$ cat config.mk
export PLATFORM = sky130hd
export DESIGN_NAME = prog_sequencer
export DESIGN_NICKNAME = d
export VERILOG_FILES = /design/src/rtl/prog_sequencer.sv
export SDC_FILE = /design/constraint.sdc
export NUM_CORES = 1
export LEC_CHECK = 0
export BUFFER_PORTS_ARGS = -buffer_cell sky130_fd_sc_hd__clkbuf_2
export CAP_MARGIN = 20
export CORE_MARGIN = 2
export CORE_UTILIZATION = 50
export DETAILED_ROUTE_END_ITERATION = 8
export PLACE_DENSITY = 0.74
export SYNTH_ARGS = -nofsm -noshare
export SYNTH_HDL_FRONTEND = slang
export SYNTH_SLANG_ARGS = --single-unit
$ cat constraint.sdc
create_clock -name clk -period 3 [get_ports clk]
set_input_delay 0.45 -clock clk [delete_from_list [all_inputs] [get_ports clk]]
set_output_delay 0.45 -clock clk [all_outputs]
set_load 0.01 [all_outputs]
$ cat src/rtl/prog_sequencer.sv
// Program counter sequencer with a small hardware return stack for calls/returns.
// Redirects take effect on the next clock; an all-ones opcode halts the sequencer until reset.
module prog_sequencer #(
  parameter int D = 10,
  parameter int W = 9,
  parameter int S = 4
) (
  input  logic                       clk,
  input  logic                       reset,
  input  logic                       stall,
  input  logic [W-1:0]               mach_code,
  input  logic                       absj_en,
  input  logic [D-1:0]               target,
  input  logic                       relj_en,
  input  logic                       br_cond,
  input  logic [D-1:0]               offset,
  input  logic                       call_en,
  input  logic                       ret_en,
  output logic [D-1:0]               prog_ctr,
  output logic [$clog2(S+1)-1:0]     sp,
  output logic                       stack_ovf,
  output logic                       stack_unf,
  output logic                       done
);
  localparam int SPW = $clog2(S+1);
  localparam int AW  = $clog2(S);

  logic [D-1:0]   pc_q, pc_d, pc_inc;
  logic [SPW-1:0] sp_q, sp_d, sp_m1;
  logic           ovf_q, ovf_d, unf_q, unf_d, done_q, done_d;
  logic           push;
  logic [AW-1:0]  push_idx, pop_idx;
  logic [D-1:0]   stk_q [S];

  assign pc_inc   = pc_q + D'(1);
  assign sp_m1    = sp_q - SPW'(1);
  assign push_idx = sp_q[AW-1:0];
  assign pop_idx  = sp_m1[AW-1:0];

  // Halt outranks every request; all arithmetic wraps at D bits.
  always_comb begin
    pc_d   = pc_q;
    sp_d   = sp_q;
    ovf_d  = ovf_q;
    unf_d  = unf_q;
    done_d = done_q;
    push   = 1'b0;
    if (!done_q && !stall) begin
      if (&mach_code) begin
        done_d = 1'b1;
      end else if (ret_en) begin
        if (sp_q != '0) begin
          pc_d = stk_q[pop_idx];
          sp_d = sp_m1;
        end else begin
          pc_d  = pc_inc;
          unf_d = 1'b1;
        end
      end else if (call_en) begin
        if (sp_q != SPW'(S)) begin
          push = 1'b1;
          pc_d = target;
          sp_d = sp_q + SPW'(1);
        end else begin
          pc_d  = pc_inc;
          ovf_d = 1'b1;
        end
      end else if (absj_en) begin
        pc_d = target;
      end else if (relj_en && br_cond) begin
        pc_d = pc_q + offset;
      end else begin
        pc_d = pc_inc;
      end
    end
  end

  always_ff @(posedge clk or negedge reset) begin
    if (!reset) begin
      pc_q   <= '0;
      sp_q   <= '0;
      ovf_q  <= 1'b0;
      unf_q  <= 1'b0;
      done_q <= 1'b0;
    end else begin
      pc_q   <= pc_d;
      sp_q   <= sp_d;
      ovf_q  <= ovf_d;
      unf_q  <= unf_d;
      done_q <= done_d;
    end
  end

  // Stack entries need no reset: sp=0 makes them unreachable.
  always_ff @(posedge clk) begin
    if (push) stk_q[push_idx] <= pc_inc;
  end

  assign prog_ctr  = pc_q;
  assign sp        = sp_q;
  assign stack_ovf = ovf_q;
  assign stack_unf = unf_q;
  assign done      = done_q;
endmodule

==> metrics.txt <==
status=complete, no violations; reg2reg setup slack=~600 ps; startpoint types=flop; Yosys top cell area share=between 30% and 40%; Warnings, synthesis=0; largest net degree at the start of global routing=19; fin area=approximately 3700 sq um; antenna violations before repair=0; dpl cell area=3640 sq um; RSZ-0062 raised after global routing=no; Post-Place Worst Slack=between 500 and 600 ps; async set-reset flop share out of synthesis=about 29%; routability cong.=around 0.9; WL final=approximately 7400 um; buffer count from post-CTS setup fixing=0; Reg-to-Reg End=prog_ctr[8]$_DFFE_PN0P_; vias in the first global route=between 2,000 and 2,500; Post-Syn Area=around 3300 sq um; Setup crit end=prog_ctr[8]$_DFFE_PN0P_; H-tree Lvls=2; Crit path required time=around 3200 ps; Max-Cap Viols=0; layout cell share with drive strength beyond 1=26.6%; gr ovfl total=0; sequential area share after synthesis=approximately 48%; maximum clock frequency=414 MHz; # hold bufs at CTS=0; DR DRC count=0; routed length per instance=18.0 um; skew final=between 3 and 4 ps; first-pass GRT wire length=11,900 um; Final ANT Viol Nets=0; Top Ports=53; #FFs+latches synth=between 50 and 60; clk buf depth=2; Post-Syn Nets=336; die width=85.4 um; largest area contributor in the netlist=edfxtp_1; maximum VDD drop=between 0.4 and 0.5 mV; Die Height=about 85 um; Final Max Slew Viols=0; Final Hold Vio Count=0; placed insts=404; setup slack after layout=586 ps; Post-CTS Resized=0; number of inserted diodes=0; Fin Hold WS=57.9 ps; commonest register cell after synthesis=edfxtp_1; final net count=about 390; TritonCTS Buffers=5; FF-to-FF path depth=8; Post-synth EDFFs=40; Vias/cell=just under 6; input/output buffers=52; launch point of the worst reg-to-reg path=prog_ctr[0]$_DFFE_PN0P_; final std cells w/o fill=about 410; Initial Utilization=between 50% and 60%; DRT iter0 DRCs=approximately 200; CP endpoint kind=flop; Worst-path clk slew=100 ps; die area=roughly 7300 sq um; post-layout min period=between 2000 and 2500 ps; period utilization=between 80% and 90%; Total GRT Usage=a little over a fifth; final setup TNS=0 ps; clk root buf=clkbuf_8; clock sink count=56; fin util=58.4%; TritonRoute pass-1 iters=4; Core ar.=around 6400 sq um; CTS tree=done; Fillers=535; Design Power=between 3 and 4 mW; pin slew with the least headroom to its limit=a little over 600 ps; Slew headroom=59.5%; Layout area overhead=12.6%; Vias=between 2,000 and 2,500; Critical Path Start=prog_ctr[0]$_DFFE_PN0P_; Cell Rows=29; CP Class=flop to flop; Pwr per Cell Area=879 nW/um^2; Synth Instances=roughly 280; syn avg cell area=~12 sq um; top cells by area, synth=edfxtp_1 (36%), dfrtp_1 (12%), mux4_2 (6.8%); leakage power=between 1 and 1.5 nW; final setup violation count=0; commonest non-fill, non-tap cell in the layout=clkbuf_2; Worst Path Arrival=approximately 2600 ps; hold crit path type=input pin to asynchronous set/reset pin; critical-path maximum fanout=7; most frequent cells in the layout=clkbuf_2 (52), edfxtp_1 (40), nand2_1 (20), ha_1 (16), dfrtp_1 (16); worst skew pair latency=around 310 ps; dpl hpwl=5580 um; post-synthesis cell type count=between 50 and 60
-- how the worst min path moves through the flow --
| stage | end | startpoint | slack [ps] |
|---|---|---|---|
| after floorplan | done$_DFFE_PN0P_ | reset | 150 |
| after global placement | stack_unf$_DFFE_PN0P_ | reset | 410 |
| after detailed placement | done$_DFFE_PN0P_ | reset | 410 |
| after CTS | sp[1]$_DFFE_PN0P_ | reset | 70 |
| after global routing | sp[0]$_DFFE_PN0P_ | reset | 70 |
| final | sp[1]$_DFFE_PN0P_ | reset | 60 |
-- registers in the layout, summed over array words and instances, names as in the netlist --
name       flops
stk_q         40
sp             3
done           1
prog_ctr      10
stack_unf      1
stack_ovf      1
-- area by class of cell --
class                      count  area (sq um)  area share [%]
clock inverter                 2          17.5           0.470
sequential                    56          1600            42.9
tap                           77          96.3            2.58
clock buffer                   6          72.6            1.95
inverter                      13          48.8            1.31
multi-input combinational    202          1600            43.0
timing repair buffer          56           290            7.78
-- kinds of logic (layout without fill, tap and decap cells) --
family | after synthesis | in the layout | synth area share (%)
and+or+nand+nor | 74 | 74 | 12.3
muxes | 15 | 15 | 8.42
AOI/OAI and AO/OA | 82 | 82 | 17.3
buffers and inverters | 24 | 77 | 3.29
adders and majority gates | 17 | 17 | 6.65
xor gates and xnor gates | 14 | 14 | 3.70
DFF | 56 | 56 | 48.3
-- cell usage after synthesis (all sizes together), types with 2 or more instances --
| library cell | number |
|---|---|
| clkbuf | 3 |
| a221oi | 2 |
| nor2 | 16 |
| o21bai | 4 |
| ha | 16 |
| mux2 | 3 |
| nor3 | 8 |
| a31oi | 9 |
| o221ai | 4 |
| a22oi | 4 |
| nand3b | 2 |
| dfrtp | 16 |
| and3 | 4 |
| xor2 | 7 |
| mux4 | 10 |
| o211ai | 2 |
| nand3 | 8 |
| a211oi | 8 |
| inv | 13 |
| nand2b | 3 |
| and2 | 5 |
| mux2i | 2 |
| a21oi | 8 |
| nand2 | 20 |
| xnor2 | 7 |
| buf | 8 |
| a21o | 8 |
| o21ai | 20 |
| o31ai | 2 |
| nand4 | 3 |
| edfxtp | 40 |
-- metal layers --
metal	part of all wire, %	vias to the layer above	track usage [%]
li1	-	1193	-
met1	44	1145	28.7
met2	49	70	34.9
met3	5.0	12	3.60
met4	1.8	0	8.23
met5	0	-	0
-- worst max-delay path, stage by stage (launching register included) --
cell	delay (ps)
dfrtp_1	490
ha_1	260
fa_1	440
a211oi_2	350
o21ai_1	120
a31oi_1	210
xnor2_1	90
o31ai_1	210
a31oi_1	130
-- power by group --
| group | switching, mW | leakage (nW) | total [mW] | internal [mW] |
|---|---|---|---|---|
| registers | 0.168 | 0.550 | 1.23 | 1.06 |
| logic | 0.912 | 0.891 | 1.62 | 0.712 |
| clock network | 0.258 | 0.0462 | 0.429 | 0.172 |
| total | 1.34 | 1.49 | 3.28 | 1.94 |
Power figures use the tool's default switching activity.
